$ cat config.mk
export PLATFORM = sky130hd
export DESIGN_NAME = brc_lat_pipe
export DESIGN_NICKNAME = d
export VERILOG_FILES = /design/src/rtl/brc_lat_pipe.sv
export SDC_FILE = /design/constraint.sdc
export NUM_CORES = 1
export LEC_CHECK = 0
export BUFFER_PORTS_ARGS = -buffer_cell sky130_fd_sc_hd__buf_2
export CORE_AREA = 5 5 42 44
export CTS_BUF_LIST = sky130_fd_sc_hd__clkbuf_4 sky130_fd_sc_hd__clkbuf_8
export DETAILED_ROUTE_END_ITERATION = 7
export DIE_AREA = 0 0 47 49
export SLEW_MARGIN = 40
export SYNTH_ARGS = -nofsm -noshare
export SYNTH_HDL_FRONTEND = slang
export SYNTH_SLANG_ARGS = --single-unit
$ cat constraint.sdc
create_clock -name clk -period 0.8 [get_ports clk]
set_input_delay 0.04 -clock clk [delete_from_list [all_inputs] [get_ports clk]]
set_output_delay 0.04 -clock clk [all_outputs]
set_load 0.01 [all_outputs]
$ cat src/rtl/brc_lat_pipe.sv
`default_nettype none
// ============================================================================
//  Module      : brc_lat_pipe
//  Description : RD_LAT-deep {valid, addr} delay line that lines issued read
//                addresses up with the BRAM read data. pending_o flags any
//                valid entry that has not yet reached the compare stage.
//  Revision    : 1.0 - initial release
// ============================================================================
module brc_lat_pipe #(
  parameter int ADDR_W = 10,
  parameter int RD_LAT = 1
) (
  input  logic              clk,
  input  logic              rst,
  input  logic              valid_i,
  input  logic [ADDR_W-1:0] addr_i,
  output logic              valid_o,
  output logic [ADDR_W-1:0] addr_o,
  output logic              pending_o
);

  logic [RD_LAT-1:0] valid_q;
  logic [ADDR_W-1:0] addr_q [RD_LAT];

  // Shift every cycle; reset flushes the line so nothing is compared afterwards
  always_ff @(posedge clk or posedge rst) begin
    if (rst) begin
      valid_q <= '0;
      for (int i = 0; i < RD_LAT; i++) addr_q[i] <= '0;
    end else begin
      valid_q[0] <= valid_i;
      addr_q[0]  <= addr_i;
      for (int i = 1; i < RD_LAT; i++) begin
        valid_q[i] <= valid_q[i-1];
        addr_q[i]  <= addr_q[i-1];
      end
    end
  end

  assign valid_o = valid_q[RD_LAT-1];
  assign addr_o  = addr_q[RD_LAT-1];

  // The last stage is being compared this cycle, so only earlier stages count
  generate
    if (RD_LAT > 1) begin : g_pending
      assign pending_o = |valid_q[RD_LAT-2:0];
    end else begin : g_no_pending
      assign pending_o = 1'b0;
    end
  endgenerate

endmodule
`default_nettype wire

-- After elaboration in Yosys (flattened, before gate mapping)
Index checks and enable logic that the tools add are counted.
- ROM bits: 0
- output and inout bits: 12
- word-level logic and storage cells: 2
- latch bits: 0
- memories kept: 0
- bits in writable memories: 0
- register bits after elaboration: 11
- shift operators: 0
- order comparisons: 0
- add/sub/neg operators: 0
- $mul: 0
- mux-type cells: 0
- reductions and logical operators: 0
- eq/ne operators: 0
- bitwise gates (word level): 0
- div/mod/pow operators: 0

-- Depth between registers and ports, before layout
Gate-level depths: netlist of the first run.
- depth in word-level cells: 0
- depth in mapped cells: 1
- depth with buffers taken out: 1

-- Worst setup path before layout of the first run
No wires, ideal clock.
- path kind: flip-flop to output port
- start: reg addr_q (netlist bit addr_o[0])
- end: out addr_o[0]
- setup slack: 384 ps
- arrival time: 376 ps
- buffers on the path: 0
- stages on the path, launching flop included: 1
- cells stage by stage: dfrtp_1
- RTL lines (what ; line ; source):
    start, declared ; 23 ; logic [ADDR_W-1:0] addr_q [RD_LAT];
    start signal, assigned by index ; 35 ; addr_q[i] <= addr_q[i-1];
    end, declared ; 18 ; output logic [ADDR_W-1:0] addr_o,
No word-level cell between the ends.

-- Worst setup path after layout of the first run
- start: reg addr_q (netlist bit addr_o[6])
- end: out addr_o[6]
No word-level cell between the ends.

==> results of run 1 <==
-- state kept, by name, indices dropped and copies added (netlist names) --
| name | count |
|---|---|
| addr_o | 10 |
| valid_o | 1 |
-- cell usage after synthesis --
| master | n |
|---|---|
| sky130_fd_sc_hd__conb_1 | 1 |
| sky130_fd_sc_hd__buf_4 | 1 |
| sky130_fd_sc_hd__inv_1 | 1 |
| sky130_fd_sc_hd__dfrtp_1 | 11 |
-- layout by cell type (no fill, tap or decap), drive strengths merged --
master / count
buf: 23
clkbuf: 4
conb: 1
dfrtp: 11
dlygate4sd3: 12
inv: 1
-- routing by layer --
| metal | up-vias | part of all wire | track usage |
|---|---|---|---|
| met2 | 17 | 0.41 | 0.0769 |
| met4 | 0 | 0.033 | 0.0553 |
| met1 | 99 | 0.35 | 0.0714 |
| met5 | - | 0 | 0 |
| li1 | 115 | - | - |
| met3 | 4 | 0.20 | 0.0480 |
-- area by class of cell --
type,count,area [um^2]
clock buffer,4,30.0
fill,150,815
inverter,1,3.75
multi-input combinational,1,3.75
sequential,11,275
tap,16,20.0
timing repair buffer,35,254
-- cell families (layout without fill, tap and decap cells) --
kind of cell | Yosys count | after routing
buffers and inverters | 2 | 40
flip-flops | 11 | 11
other | 1 | 1
-- final timing paths --
path | from | to | depth (start not counted)
max | addr_o[6] | addr_o[6] | 1
min | rst | addr_o[3] | 3
max in group asynchronous | rst | valid_o | 3
min in group clk | addr_i[4] | addr_o[4] | 2
-- what timing repair did --
item,in CTS,in global routing
hold endpoints to repair,22,0
endpoints found under the setup margin,5,11
resized for setup,0,3
hold buffers,12,0
pin swaps,0,0
-- per-stage QoR --
step / total power [mW] / util / setup WS [ps] / hold slack (ps) / cell area, um^2
after CTS: 1.13 / 0.405 / -10.3 / 312 / 568
after floorplan: 0.632 / - / 384 / -108 / 290
after detailed placement: 0.687 / 0.298 / 283 / 42.4 / 418
after global placement: 0.685 / 0.298 / 292 / 38.4 / 418
final: 1.12 / 0.419 / 6.78 / 294 / 587
after global routing: 1.17 / 0.419 / -31.6 / 351 / 587
-- report_power, final --
group,switching (mW),internal (mW)
combinational,0.0512,0.0861
sequential,0.00713,0.584
clock,0.164,0.226
total,0.222,0.897
==> results.txt, run 1 <==
----------------------------------------------------
[Min path]
  Worst hold-check path type ... in2async

[Logic synthesis]
  Yosys Warn Count ... 0
  Multiplexer share of the synthesized area ... 0
  Largest family of logic cells by synthesized area ... buffers and inverters
  Flop and latch count out of synthesis ... 11
  Cell accounting for the most synthesized area ... sky130_fd_sc_hd__dfrtp_1
  Synth Area in Adders ... 0
  Post-synthesis instance area ... 290 um^2
  Share of the synthesized netlist area taken by xor and xnor gates ... 0
  Synth area leaders ... sky130_fd_sc_hd__dfrtp_1 95%, sky130_fd_sc_hd__buf_4 2.6%, sky130_fd_sc_hd__conb_1 1.3%, sky130_fd_sc_hd__inv_1 1.3%
  Number of unique standard cell types used by synthesis ... 4
  Share of synthesized area occupied by flip-flops and latches ... 0.948
  Portion of synthesized cell area occupied by the leading cell type ... 0.948
  Synthesized area per cell ... 20.7 um^2
  Synth Area in Compound Gates ... 0
  Number of nets produced by synthesis ... 27
  Simple-gate area share of the yosys netlist ... 0
  Post-Synthesis Cells ... 14

[Floorplan]
  Initial Util ... 0.207
  IO Pins ... 25
  Die Height ... 49 um
  Die boundary width ... 47 um
  Die area ... 2300 um^2
  Cell Rows ... 14
  Core area ... 1400 um^2

[Global route]
  GR Util All Layers ... 0.0643
  Antenna violations before repair ... 0
  Largest net degree at the start of global routing ... 12
  Number of global-route vias before repair ... 232
  GR Overflow Total ... 0
  First-pass GRT wire length ... 986 um

[Finish]
  Final std cells w/o fill ... 68
  Synth-to-Final Area Change ... 102%
  Final antenna diode count ... 0
  Share of final-layout standard cells stronger than drive strength 1 ... 0.519
  Net count reported at finish ... 66

[Routing]
  Total wirelength of the detailed-routed design ... 630 um
  Iter 0 DRT Violations ... 1
  Via count ... 235
  Avg WL per Cell ... 9.26 um
  Via/cell ratio ... 3.46
  Routed Antenna Nets ... 0
  Post-route DRC ... 0
  First drt pass iteration count ... 2

[Placement]
  Detailed placer's ending HPWL ... 512 um
  Instance count after placement with tap cells included ... 52
  Number of buffers inserted by port buffering ... 23
  Final weighted congestion in routability-driven placement ... 0.643

[Critical path]
  Data required, critical path ... 760 ps
  Type of element capturing the critical path ... output port
  Class of the most critical setup path ... reg2out
  Worst path buffer plus inverter count ... 1
  Startpoint kind of the worst setup timing path ... flip-flop
  Cells along the critical path ... buf_6
  Slowest cell on the critical path ... sky130_fd_sc_hd__dfrtp_1
  Crit-path max FO ... 1
  Slowest stage delay, CP ... 370 ps
  Critical path's top delay family ... flip-flops
  Data arrival time of the critical path ... 750 ps

[Timing]
  Final-report hold violation count ... 0
  Setup violation total in the final timing report ... 0
  Unrepaired setup endpoints after global routing ... true
  Minimum clock period ... 793 ps
  Fmax achieved ... 1.26 GHz
  Portion of the clock cycle consumed by the worst path in the final layout ... 0.992
  Setup TNS ... 0 ps
  Max-slew violations ... 0

[Clock network]
  Root Buffer Master ... sky130_fd_sc_hd__clkbuf_4
  Post-CTS clock slew at the launch and capture registers of the worst setup and hold paths ... 60 ps
  Number of clock buffers inserted by TritonCTS ... 3
  CTS max path bufs ... 2
  TritonCTS clock tree ... done
  Clock tree sinks ... 11
  H-Tree Depth ... 1
  Buffer count from post-CTS setup fixing ... 0

[Run]
  Number of maximum-capacitance violations ... 0

[Pwr]
  Static Leak ... 0.302 nW
  VDD IR-drop max ... 0.810 mV
  Power density normalized to cell area ... 1910 nW/um^2

[Status]
  Run status ... completed

----------------------------------------------------
Note: power is estimated with default switching activity, not from simulation.
==> run 2, diff against run 1 <==
--- a/config.mk
+++ b/config.mk
@@ -5,11 +5,13 @@
 export SDC_FILE = /design/constraint.sdc
 export NUM_CORES = 1
 export LEC_CHECK = 0
+export ABC_CLOCK_PERIOD_IN_PS = 950
 export BUFFER_PORTS_ARGS = -buffer_cell sky130_fd_sc_hd__buf_2
 export CORE_AREA = 5 5 42 44
 export CTS_BUF_LIST = sky130_fd_sc_hd__clkbuf_4 sky130_fd_sc_hd__clkbuf_8
 export DETAILED_ROUTE_END_ITERATION = 7
 export DIE_AREA = 0 0 47 49
+export GPL_ROUTABILITY_DRIVEN = 0
 export SLEW_MARGIN = 40
 export SYNTH_ARGS = -nofsm -noshare
 export SYNTH_HDL_FRONTEND = slang
==> constraint.sdc (replaced) <==
create_clock -name clk -period 0.95 [get_ports clk]
set_input_delay 0.0475 -clock clk [delete_from_list [all_inputs] [get_ports clk]]
set_output_delay 0.0475 -clock clk [all_outputs]
set_load 0.01 [all_outputs]
==> run 2 against run 1 <==
Effect of this change: first-iteration DRC count unchanged; clock power decreased by 16%; clock-buffer cell count unchanged; combinational power decreased by 21%; critical endpoint unchanged; largest power group unchanged.
==> results.txt, run 2 (synthesized netlist as in run 1, its figures left out) <==
----------------------------------------------------
[Global route]
  Antenna violations before repair ... 0 (unchanged)
  Largest net degree at the start of global routing ... 12 (unchanged)
  GR Util All Layers ... 0.0643 (unchanged)
  First-pass GRT wire length ... 986 um (unchanged)
  GR Overflow Total ... 0 (unchanged)
  Number of global-route vias before repair ... 232 (unchanged)

[Floorplan]
  IO Pins ... 25 (unchanged)
  Die area ... 2300 um^2 (unchanged)
  Initial Util ... 0.207 (unchanged)
  Die boundary width ... 47 um (unchanged)
  Die Height ... 49 um (unchanged)
  Cell Rows ... 14 (unchanged)
  Core area ... 1400 um^2 (unchanged)

[Critical path]
  Cells along the critical path ... buf_2
  Crit-path max FO ... 1 (unchanged)
  Type of element capturing the critical path ... output port
  Slowest cell on the critical path ... sky130_fd_sc_hd__dfrtp_1
  Worst path buffer plus inverter count ... 1 (unchanged)
  Slowest stage delay, CP ... 360 ps (about the same)
  Startpoint kind of the worst setup timing path ... flip-flop
  Data required, critical path ... 900 ps (+140 ps)
  Class of the most critical setup path ... reg2out
  Critical path's top delay family ... flip-flops
  Data arrival time of the critical path ... 750 ps (about the same)

[Run]
  Number of maximum-capacitance violations ... 0 (unchanged)

[Timing]
  Minimum clock period ... 799 ps
  Unrepaired setup endpoints after global routing ... false
  Portion of the clock cycle consumed by the worst path in the final layout ... 0.841
  Max-slew violations ... 0 (unchanged)
  Fmax achieved ... 1.25 GHz
  Setup violation total in the final timing report ... 0 (unchanged)
  Setup TNS ... 0 ps (unchanged)
  Final-report hold violation count ... 0 (unchanged)

[Finish]
  Leading cell types in the layout, fill and taps excluded ... 23 x sky130_fd_sc_hd__buf_2, 12 x sky130_fd_sc_hd__dlygate4sd3_1, 11 x sky130_fd_sc_hd__dfrtp_1
  Synth-to-Final Area Change ... 95.7%
  Share of final-layout standard cells stronger than drive strength 1 ... 0.519 (unchanged)
  Most common cell after layout, fill and taps aside ... sky130_fd_sc_hd__buf_2
  Net count reported at finish ... 66 (unchanged)
  Number of flip-flops in the largest register ... 10 (unchanged)
  Final antenna diode count ... 0 (unchanged)

[Pwr]
  VDD IR-drop max ... 0.678 mV (-16%)
  Power density normalized to cell area ... 1640 nW/um^2 (-14%)
  Overall power consumption ... 0.933 mW (-17%)
  Static Leak ... 0.296 nW (-2.1%)

[Routing]
  First drt pass iteration count ... 2 (unchanged)
  Avg WL per Cell ... 9.34 um (+0.79%)
  Post-route DRC ... 0 (unchanged)
  Iter 0 DRT Violations ... 1 (unchanged)
  Via/cell ratio ... 3.46 (unchanged)
  Via count ... 235 (unchanged)
  Total wirelength of the detailed-routed design ... 635 um (+0.79%)
  Routed Antenna Nets ... 0 (unchanged)

[Clock network]
  Post-CTS clock slew at the launch and capture registers of the worst setup and hold paths ... 60 ps (about the same)
  Clock tree sinks ... 11 (unchanged)
  H-Tree Depth ... 1 (unchanged)
  Root Buffer Master ... sky130_fd_sc_hd__clkbuf_4
  Buffer count from post-CTS setup fixing ... 0 (unchanged)
  CTS max path bufs ... 2 (unchanged)
  TritonCTS clock tree ... done
  Number of clock buffers inserted by TritonCTS ... 3 (unchanged)

[Placement]
  Detailed placer's ending HPWL ... 512 um (unchanged)
  Number of buffers inserted by port buffering ... 23 (unchanged)

[Min path]
  Worst hold-check path type ... in2async

[Status]
  Run status ... completed

----------------------------------------------------
## run 2: cell count changes in the layout (fill, tap and decap cells not counted)
cell	before	now
sky130_fd_sc_hd__buf_2	20	23
sky130_fd_sc_hd__buf_6	3	0
## run 2: cell type report
class / instances / area [um^2]
repair buffers: 35 / 235
flip-flops and latches: 11 / 275
well taps: 16 / 20.0
clock buffers: 4 / 30.0
fillers: 154 / 833
multi-input cells: 1 / 3.75
inverters: 1 / 3.75
## run 2: power breakdown
group	total, mW	internal (mW)	switching [mW]	leakage [nW]
logic	0.108	0.0652	0.0433	0.149
clock network	0.328	0.191	0.138	0.0184
registers	0.496	0.492	0.00441	0.128
total	0.933	0.748	0.185	0.296
## run 2: repair_timing
| item | in CTS | in global routing |
|---|---|---|
| gates resized for setup | 0 | 0 |
| hold endpoints to repair | 22 | 0 |
| endpoints found under the setup margin | 0 | 0 |
| hold buffers | 12 | 0 |
## run 2: worst paths after layout
| path | start | end | slack (ps) | depth (start not counted) |
|---|---|---|---|---|
| setup / recovery | addr_o[6] | addr_o[6] | 150 | 1 |
| hold / removal | rst | addr_o[3] | 300 | 3 |
| max in group asynchronous | rst | valid_o | 370 | 3 |
| min in group clk | addr_i[4] | addr_o[4] | 420 | 2 |
## run 2: metrics by stage
step	hold slack [ps]	cells	util	cell area, um^2	setup WS [ps]
floorplan	-100	14	-	290	527
global placement	45.9	52	0.298	418	434
detailed placement	49.9	52	0.298	418	425
CTS	319	68	0.405	568	132
global route	359	68	0.405	568	111
finish	302	68	0.405	568	151
## run 2: layer usage
layer / up-vias / wire, um / global-route usage
li1: 115 / - / -
met1: 99 / 222 / 0.0714
met2: 17 / 260 / 0.0769
met3: 4 / 130 / 0.0480
met4: 0 / 21 / 0.0553
met5: - / 0 / 0
